### config.mk
export PLATFORM = sky130hd
export DESIGN_NAME = matriz_divisao_escalar
export DESIGN_NICKNAME = d
export VERILOG_FILES = /design/src/rtl/matriz_divisao_escalar.sv
export SDC_FILE = /design/constraint.sdc
export NUM_CORES = 1
export LEC_CHECK = 0
export ABC_AREA = 1
export CORE_AREA = 2 2 212 214
export CTS_CLUSTER_SIZE = 28
export DETAILED_ROUTE_END_ITERATION = 8
export DIE_AREA = 0 0 214 216
export GPL_TIMING_DRIVEN = 0
export PLACE_DENSITY = 0.82
export SYNTH_ARGS = -nofsm -noshare
export SYNTH_HDL_FRONTEND = slang
export SYNTH_SLANG_ARGS = --single-unit
### constraint.sdc
create_clock -name clk -period 14.5 [get_ports clk]
set_clock_uncertainty 0.15 [all_clocks]
set_input_delay 2.9 -clock clk [delete_from_list [all_inputs] [get_ports clk]]
set_output_delay 2.9 -clock clk [all_outputs]
set_load 0.005 [all_outputs]
### src/rtl/matriz_divisao_escalar.sv
// Divides each signed element of a packed 5x5 matrix by a signed scalar using one shared restoring divider.
// Optional build macro MATRIZ_DIV_SATURATE_EN: an overflowing element is written as +max instead of the wrapped value.
module matriz_divisao_escalar #(
   parameter int unsigned N = 25,
   parameter int unsigned W = 8
) (
   input  logic           clk,
   input  logic           reset,
   input  logic           start,
   input  logic [W-1:0]   data_escalar,
   input  logic [N*W-1:0] matriz_a,
   output logic [N*W-1:0] matriz_resultante,
   output logic           busy,
   output logic           done,
   output logic           overflow,
   output logic           div_zero
);

   localparam int unsigned IW = (N > 1) ? $clog2(N) : 1;
   localparam int unsigned CW = (W > 1) ? $clog2(W) : 1;

   typedef enum logic [2:0] {
      IDLE  = 3'd0,
      ZERO  = 3'd1,
      LOAD  = 3'd2,
      ITER  = 3'd3,
      STORE = 3'd4,
      DONE  = 3'd5
   } state_t;

   state_t state_q, state_d;

   logic [N*W-1:0] a_q;
   logic [W-1:0]   d_q;
   logic [IW-1:0]  idx_q;
   logic [CW-1:0]  cnt_q;
   logic [W-1:0]   dvd_q;
   logic [W:0]     dsr_q;
   logic [W:0]     rem_q;
   logic [W-1:0]   quo_q;
   logic           neg_q;

   logic [W-1:0]   elem;
   logic [W:0]     rem_shift;
   logic [W:0]     rem_sub;
   logic           sub_ok;
   logic           store_ovf;
   logic [W-1:0]   store_val;

   // Magnitude as W-bit unsigned; the most negative value maps to 2^(W-1) without loss.
   function automatic logic [W-1:0] umag(input logic [W-1:0] v);
      umag = v[W-1] ? (~v + W'(1)) : v;
   endfunction

   assign elem = a_q[int'(idx_q)*W +: W];

   // Next-state logic
   always_comb begin
      state_d = state_q;
      case (state_q)
         IDLE:    if (start) state_d = (data_escalar == '0) ? ZERO : LOAD;
         ZERO:    state_d = DONE;
         LOAD:    state_d = ITER;
         ITER:    if (cnt_q == CW'(W-1)) state_d = STORE;
         STORE:   state_d = (idx_q == IW'(N-1)) ? DONE : LOAD;
         DONE:    state_d = IDLE;
         default: state_d = IDLE;
      endcase
   end

   always_ff @(posedge clk or posedge reset) begin
      if (reset) state_q <= IDLE;
      else       state_q <= state_d;
   end

   // One restoring step: shift in the next dividend bit, subtract the divisor if it fits
   always_comb begin
      rem_shift = {rem_q[W-1:0], dvd_q[W-1]};
      rem_sub   = rem_shift - dsr_q;
      sub_ok    = (rem_shift >= dsr_q);
   end

   // Signed quotient for the current element, with overflow handling
   always_comb begin
      store_ovf = ~neg_q & quo_q[W-1];
      store_val = neg_q ? (~quo_q + W'(1)) : quo_q;
      if (store_ovf) begin
`ifdef MATRIZ_DIV_SATURATE_EN
         store_val = {1'b0, {(W-1){1'b1}}};
`else
         store_val = quo_q;
`endif
      end
   end

   // Operand capture and divider datapath
   always_ff @(posedge clk or posedge reset) begin
      if (reset) begin
         a_q   <= '0;
         d_q   <= '0;
         idx_q <= '0;
         cnt_q <= '0;
         dvd_q <= '0;
         dsr_q <= '0;
         rem_q <= '0;
         quo_q <= '0;
         neg_q <= 1'b0;
      end else begin
         case (state_q)
            IDLE: begin
               if (start) begin
                  a_q   <= matriz_a;
                  d_q   <= data_escalar;
                  idx_q <= '0;
               end
            end
            LOAD: begin
               dvd_q <= umag(elem);
               dsr_q <= {1'b0, umag(d_q)};
               neg_q <= elem[W-1] ^ d_q[W-1];
               rem_q <= '0;
               quo_q <= '0;
               cnt_q <= '0;
            end
            ITER: begin
               dvd_q <= {dvd_q[W-2:0], 1'b0};
               rem_q <= sub_ok ? rem_sub : rem_shift;
               quo_q <= {quo_q[W-2:0], sub_ok};
               cnt_q <= cnt_q + CW'(1);
            end
            STORE: begin
               if (idx_q != IW'(N-1)) idx_q <= idx_q + IW'(1);
            end
            default: ;
         endcase
      end
   end

   // Registered outputs; done rises the cycle after the DONE state, as busy falls
   always_ff @(posedge clk or posedge reset) begin
      if (reset) begin
         matriz_resultante <= '0;
         busy              <= 1'b0;
         done              <= 1'b0;
         overflow          <= 1'b0;
         div_zero          <= 1'b0;
      end else begin
         done <= (state_q == DONE);
         case (state_q)
            IDLE: begin
               if (start) begin
                  busy     <= 1'b1;
                  overflow <= 1'b0;
                  div_zero <= 1'b0;
               end
            end
            ZERO: begin
               matriz_resultante <= '0;
               div_zero          <= 1'b1;
            end
            STORE: begin
               matriz_resultante[int'(idx_q)*W +: W] <= store_val;
               if (store_ovf) overflow <= 1'b1;
            end
            DONE: busy <= 1'b0;
            default: ;
         endcase
      end
   end

endmodule

# == After elaboration in Yosys (flattened, before gate mapping) ==
# Index checks and enable logic that the tools add are counted.
# totals
reg_bits,456
in_bits,211
output_inout_bits,204
wordCells,82
# op_classes
add_sub_neg,7
magnitude_cmp,1
eq_ne,12
shifts,3
n_mux,25
bitwise,6
reduce_logical,13
# op_table
cell,n
case mux 200 bit (2 select lines),1
bitwise mux 200 bit,1
"variable shift 8 x 34 -> 200 bit, first input constant",1
variable part select 200 x 9 -> 8 bit,1
variable part select 8 x 34 -> 200 bit,1
case mux 8 bit (2 select lines),3
2-to-1 mux 8 bit,5
negator 8 -> 34 bit,1
"adder 8 x 1 -> 8 bit, second input constant",3
inverter 8 bit,3
case mux 3 bit (5 select lines),1
2-to-1 mux 5 bit,2
case mux 5 bit (2 select lines),1
nonzero test 2 bit,5
"equality test 3 bit, second input constant",3
greater-or-equal comparator 9 x 8 -> 1 bit,1
2-to-1 mux 3 bit,3
zero test 8 bit,1
"inequality test 2 bit, second input constant",4
AND reduction 2 bit,4
subtractor 8 bit,1
"equality test 3 x 2 -> 1 bit, second input constant",2
case mux 1 bit (2 select lines),3
case mux 3 bit (2 select lines),1
other kinds (12),15

# == Depth between registers and ports, before layout ==
# logic_depth
word_depth,7
ltp_mapped,18

# == Worst setup path before layout ==
# Ideal clock, no wire load.
# synth_timing
path_type,input-to-reg
from,input start
to,register a_q[104]
arrival_time_ns,3.862
t_required_ns,14.267
setup_slack_ns,10.405
path_stages,6
n_path_buf,2
cell_sequence,inv_1 nor2_1 clkbuf_1 buf_1 nand2_1 o21ai_0
# synth_via
elab_chain_cells,1
# synth_rtl
element,line_no,text
from (decl),9,"input logic start,"
AND reduction 2 bit (no source line),n/a,
to (signal assigned),112,a_q <= matriz_a;
to (decl),33,logic [N*W-1:0] a_q;
# Every way passes these cells.
# A chain may end at the register's enable or synchronous reset.

# == Worst setup path in the final report ==
# layout_timing
from,input start
to,register a_q[128]
# Same word-level chain as after synthesis.

==> impl_metrics.py <==
metrics = {
    "timing": {
        "period_share": 0.358,
        "setup_viol": 0,
        "fin_tns_setup_ns": 0,
        "fin_hold_ws_ns": 0.319,
        "relSlewSlack": 0.0803,
        "worst_pin_slew_ns": 1.37,
        "setup_slack_ns": 9.31,
        "rsz0062_at_grt": "false",
        "finalHoldViolCount": 0,
        "min_period_ns": 5.19,
        "fmax_mhz": 193,
        "slew_viol_final": 0,
    },
    "setup_path": {
        "slowest_stage": "clkbuf_1",
        "end_kind": "flip-flop",
        "cp_num_buf_inv": 4,
        "path_cells": "clkdlybuf4s50_1 > inv_1 > nor2_1 > clkbuf_1 > clkbuf_1 > nand2_1 > nand2_1",
        "critPathMaxStageDelay_ns": 0.68,
        "crit_fanout": 10,
        "critPathKind": "in2reg",
        "regToRegStartpoint": "idx_q[0]$_DFFE_PP0P_",
        "critPathLaunchType": "input port",
        "critPathLaunch": "start",
        "cp.arrival_ns": 5.55,
        "crit_family": "buffers and inverters",
        "crit_required_ns": 14.86,
    },
    "pwr": {
        "finalPower_w": 0.00313,
        "p_leak_nw": 12.7,
        "ir_drop_uv": 79.8,
        "p_per_area_nw_per_um2": 116,
    },
    "die": {
        "core.rowCount": 77,
        "coreArea_um2": 43800,
        "die_w_um": 214,
        "start_util": 0.466,
        "num_io_pins": 415,
        "die-area_um2": 46200,
        "die_y_um": 216,
    },
    "route": {
        "vias": 20000,
        "drc": 0,
        "drt_iter0_drc": 2292,
        "drt-pass1-iter-count": 6,
        "routed_via_density": 5.56,
        "ant_nets": 0,
        "wl_per_cell_um": 20.7,
        "routed_wl_mm": 74.6,
    },
    "yosys": {
        "syn_inst": 2493,
        "syn_area_per_cell_um2": 8.19,
        "ys_seq_area_frac": 0.559,
        "synthTopCellsByCount": "nand2_1, dfrtp_1, o21ai_0",
        "synthesis.area_um2": 20400,
        "yosysTopAreaCell": "dfrtp_1",
        "synth_async_sr_flop_share": 1.00,
        "synth-edff-count": 0,
        "ys_warn_count": 0,
        "synth_area_leaders": "dfrtp_1, nand2_1, o21ai_0, nand3_1, nor2_1",
        "synth_cell_types": 40,
        "ys_seq_elements": 456,
        "synth.most_common_cell": "nand2_1",
        "synth_nets": 2721,
        "synth_flop_cell": "dfrtp_1",
        "synth.top_cell.area_share": 0.559,
    },
    "placed_design": {
        "io_buffer_count": 414,
        "place_hpwl_mm": 57.3,
        "place.gp.congestion": 0.993,
        "dp_slack_ns": 8.84,
    },
    "clocking": {
        "cts_resized": 0,
        "hold_buffers": 0,
        "cts.clk_slew.worst_paths_ns": 0.06,
        "clkSinkCount": 456,
        "cts_tree": "done",
        "h-tree-depth": 2,
        "worst_skew_pair.late_latency_ns": 0.60,
        "clockBufferDepth": 3,
        "cts_root_buf": "clkbuf_16",
        "cts_setup_buffers": 0,
        "cts_buffers": 46,
    },
    "finish": {
        "area_growth_pct": 32.6,
        "nNetsFinal": 3195,
        "drive_gt1_frac": 0.0526,
        "fillers": 3652,
        "final_util": 0.617,
    },
    "grt": {
        "grt_pass1_wl_mm": 114,
        "grtUsageTotal": 0.322,
        "grt_overflow": 0,
        "grt_pass1_vias": 19900,
        "grt_antenna_before_repair": 6,
        "grt_max_degree": 47,
    },
    "outcome": {
        "status": "completed",
    },
    "min_path": {
        "hold_class": "reg2reg",
        "hp-start": "a_q[53]$_DFFE_PP0P_",
    },
    "job": {
        "max_cap_viol_count": 0,
    },
}
## layout make-up
cell class,instances,area [um2],area share
Timing Repair Buffer,426,4390,0.162
Clock inverter,22,206,0.00763
Multi-Input combinational cell,1734,7800,0.288
Tap cell,592,741,0.0274
Clock buffer,61,1310,0.0483
Buffer,126,527,0.0195
Inverter,177,668,0.0247
Antenna cell,2,5.00,0.000185
Sequential cell,456,11400,0.422
## cell usage in the layout (no fill, tap or decap), types with 7 or more instances in the layout
master           instances
clkbuf_1                79
inv_1                  162
nand2_1                830
clkbuf_8                10
ha_1                    16
clkdlybuf4s50_1        414
buf_2                   34
buf_1                   15
dfrtp_1                456
o211ai_1                19
nor2_1                 183
o21ai_1                 79
nand3_1                219
o21ai_0                279
buf_12                  11
clkinv_2                15
nor3_1                  12
o22ai_1                 12
a21oi_1                 24
nand4_1                  7
inv_2                   13
xor2_1                  15
clkbuf_16               46
## sequential cells by signal (all words and copies together) (netlist names), 3 cells and up
signal             cells
idx_q                  5
d_q                    8
dsr_q                  8
matriz_resultante    200
a_q                  200
dvd_q                  8
cnt_q                  3
quo_q                  8
state_q                3
rem_q                  8
## final timing paths
| check | endpoint | slack (ns) | cells after the start |
|---|---|---|---|
| worst min register to register | a_q[53]$_DFFE_PP0P_ | 0.32 | 2 |
| max in group asynchronous | matriz_resultante[34]$_DFFE_PP0P_ | 10.28 | 5 |
| min in group asynchronous | matriz_resultante[143]$_DFFE_PP0P_ | 2.70 | 2 |
| worst max register to register | matriz_resultante[150]$_DFFE_PP0P_ | 9.80 | 14 |
| worst min-delay path | a_q[53]$_DFFE_PP0P_ | 0.32 | 2 |
| worst max-delay path | a_q[128]$_DFFE_PP0P_ | 9.31 | 7 |
## report_power, final
| part | leakage (nW) | internal [W] | total [W] | switching (W) |
|---|---|---|---|---|
| clock | 0.762 | 0.000689 | 0.00121 | 0.000517 |
| sequential | 5.82 | 0.00137 | 0.00144 | 0.0000720 |
| combinational | 6.11 | 0.000227 | 0.000479 | 0.000252 |
| total | 12.7 | 0.00229 | 0.00313 | 0.000841 |
## routing by layer
layer  GRT usage  vias up  routed length [um]  part of all wire
met4       0.159       10                4050             0.054
met3      0.0716      261                7300             0.098
met5           0        -                  59           0.00079
met1       0.389     9442               27600              0.37
met2       0.546     1280               35600              0.48
li1            -     9007                   -                 -
## worst register-to-register path, stage by stage (launching register included)
cell      delay [ns]
dfrtp_1         0.43
inv_2           0.14
clkbuf_1        0.43
clkbuf_1        0.61
buf_1           0.46
ha_1            0.34
nand2_1         0.13
nor2_1          0.27
ha_1            0.33
nor2_2          0.45
nand3_1         0.38
nand2_1         0.18
inv_2           0.10
nand2_1         0.08
o21ai_0         0.08
## per-stage QoR
step	cells	cell area (um2)
after global placement	3499	25300
after CTS	3594	27100
after global routing	3595	27100
after floorplan	2493	20400
after detailed placement	3511	25500
final	3596	27100
## logic make-up (layout without fill, tap and decap cells)
group / after synthesis / in the layout / synth area share
buffers and inverters: 303 / 812 / 0.0584
and+or+nand+nor: 1271 / 1271 / 0.253
DFF: 456 / 456 / 0.559
xor gates and xnor gates: 17 / 17 / 0.00766
adders and majority gates: 17 / 17 / 0.0108
other: 0 / 2 / 0
AOI/OAI and AO/OA: 429 / 429 / 0.111
Note: power is estimated with default switching activity, not from simulation.
==> variant, RTL diff (same flow settings) <==
One comparison of `idx_q` changes from == to >=.
--- a/src/rtl/matriz_divisao_escalar.sv
+++ b/src/rtl/matriz_divisao_escalar.sv
@@ -63,5 +63,5 @@
          LOAD:    state_d = ITER;
          ITER:    if (cnt_q == CW'(W-1)) state_d = STORE;
-         STORE:   state_d = (idx_q == IW'(N-1)) ? DONE : LOAD;
+         STORE:   state_d = (idx_q >= IW'(N-1)) ? DONE : LOAD;
          DONE:    state_d = IDLE;
          default: state_d = IDLE;
Behaviour: same outputs for any inputs over 4 cycles, from zero or initial values and one cycle with reset high; that may be too few to reach the edited logic, so the function may still have changed.
==> variant against the unedited design <==
Synthesized area increased by 0.38%. Cell area increased by 0.19%. Worst setup slack improved by 270 ps. Count of clock-buffer cells in the layout increased by 2. First-iteration DRC count increased by 5.3%. Sequential cell count unchanged. Routed wire length decreased by 3.2%. Critical path type unchanged.
Power is not compared: it rests on default switching activity, and its combinational part moved more than twofold at a synthesized area within 25%.
==> variant: results (changes against the unedited design) <==
[critical_path]
reg2reg_slack_ps=10100  ; was 9800 ps
crit_slowest_cell=clkdlybuf4s50_1  ; was clkbuf_1
slowest_delay_ps=550  ; was 680 ps
r2r-end=matriz_resultante[56]$_DFFE_PP0P_  ; was matriz_resultante[150]$_DFFE_PP0P_

[routing]
wire_per_inst_um=20.17  ; was 20.74 um
vias_per_cell=5.563  ; was 5.562
first_iter_violations=2413  ; was 2292

[placed_design]
place_congestion=0.9450  ; was 0.9925
place_inst=3493  ; was 3511
pre_cts_ws_ps=9012  ; was 8841 ps

[cells_and_area]
nNetsFinal=3181  ; was 3195
layout-drive-gt1-share_pct=6.671  ; was 5.263%
fillers=3658  ; was 3652
stdcell_count=3577  ; was 3596

[grt]
grt_max_degree=46  ; was 47
grt_pass1_vias=19620  ; was 19940
gr-usage-all-layers_pct=31.05  ; was 32.18%
antenna_found_initial=2  ; was 6
grt_pass1_wl_um=111100  ; was 114400 um

[synth]
synth_nets=2706  ; was 2721
synth_compound_area_share_pct=10.79  ; was 11.07%
yosys-top-cells-area=dfrtp_1 (56%), nand2_1 (15%), o21ai_0 (7.6%), nand3_1 (6.0%), nor2_1 (3.1%)  ; was dfrtp_1 (56%), nand2_1 (15%), o21ai_0 (6.8%), nand3_1 (5.4%), nor2_1 (3.4%)
synth_xor_area_share_pct=0.9040  ; was 0.7664%
syn_inst=2475  ; was 2493
ys_types=45  ; was 40
synth_fa_ha_area_share_pct=1.258  ; was 1.079%

[clock_network]
cts-buffers-inserted=47  ; was 46

[status]
status=finished clean  ; unchanged

[sta]
fin_hold_ws_ps=316.4  ; was 319.5 ps
relSlewSlack_pct=44.01  ; was 8.030%

[min_path]
min-delay-start=a_q[8]$_DFFE_PP0P_  ; was a_q[53]$_DFFE_PP0P_

variant: cell types whose count changed in the layout (fill, tap and decap cells not counted), sizes merged, moves of 4 or more:
cell	change
buf	+33
clkbuf	-30
nand3	+28
nor2	-18
nand2	-17
inv	-9
a21oi	-6
o211ai	-6
a22o	-4
nor3	+4
variant: cells by family after synthesis:
kind of cell / after synthesis
adder cells (fa/ha/maj): 20
XOR/XNOR: 19
flip-flops: 456
AND/OR/NAND/NOR: 1268
AO/OA/AOI/OAI: 417
buffers and inverters: 295
variant: worst max path at each step:
stage                                       to   from
final                       d_q[7]$_DFFE_PP0P_  start
after detailed placement   a_q[83]$_DFFE_PP0P_  start
after global routing       a_q[83]$_DFFE_PP0P_  start
after global placement    a_q[149]$_DFFE_PP0P_  reset
after floorplan             a_q[0]$_DFFE_PP0P_  reset
after CTS                   d_q[7]$_DFFE_PP0P_  start
variant: power by group through the flow:
stage               Clock (uW)  Sequential [uW]  Combinational (uW)
global route              1250             1820                1980
finish                    1200             1790                1770
detailed placement           0             1800                1730
CTS                       1200             1780                1740
global placement             0             1800                1660
floorplan                    0             1750                1180
variant: worst register-to-register path: cells and delay by family, from the launching register on:
| family | cells | cell delay, ps |
|---|---|---|
| AOI/OAI and AO/OA | 1 | 90 |
| adders and majority gates | 2 | 540 |
| buffers and inverters | 6 | 1720 |
| DFF | 1 | 480 |
| and+or+nand+nor | 5 | 1270 |
variant: cell type report:
cell class | count | area (um^2) | area share [%]
Timing Repair Buffer | 426 | 4384 | 16.17
Antenna cell | 2 | 5.005 | 0.01846
Clock inverter | 19 | 198.9 | 0.7338
Sequential cell | 456 | 11410 | 42.09
Tap cell | 592 | 740.7 | 2.732
Buffer | 127 | 576.8 | 2.127
Multi-Input combinational cell | 1724 | 7860 | 28.99
Clock buffer | 63 | 1296 | 4.781
Inverter | 168 | 639.4 | 2.358
variant: through the flow:
step | cell area (um^2) | utilization (%)
after floorplan | 20490 | -
after global placement | 25370 | 57.88
after detailed placement | 25610 | 58.43
after CTS | 27110 | 61.84
after global routing | 27110 | 61.85
final | 27110 | 61.85
variant: routing by layer:
metal  GRT usage, %  share of wire [%]  vias to the layer above
met4          14.36                4.5                        0
met1          38.50                 38                     9525
met3          5.863                9.0                      193
met5              0                  0                        -
met2          52.76                 48                     1201
li1               -                  -                     8981
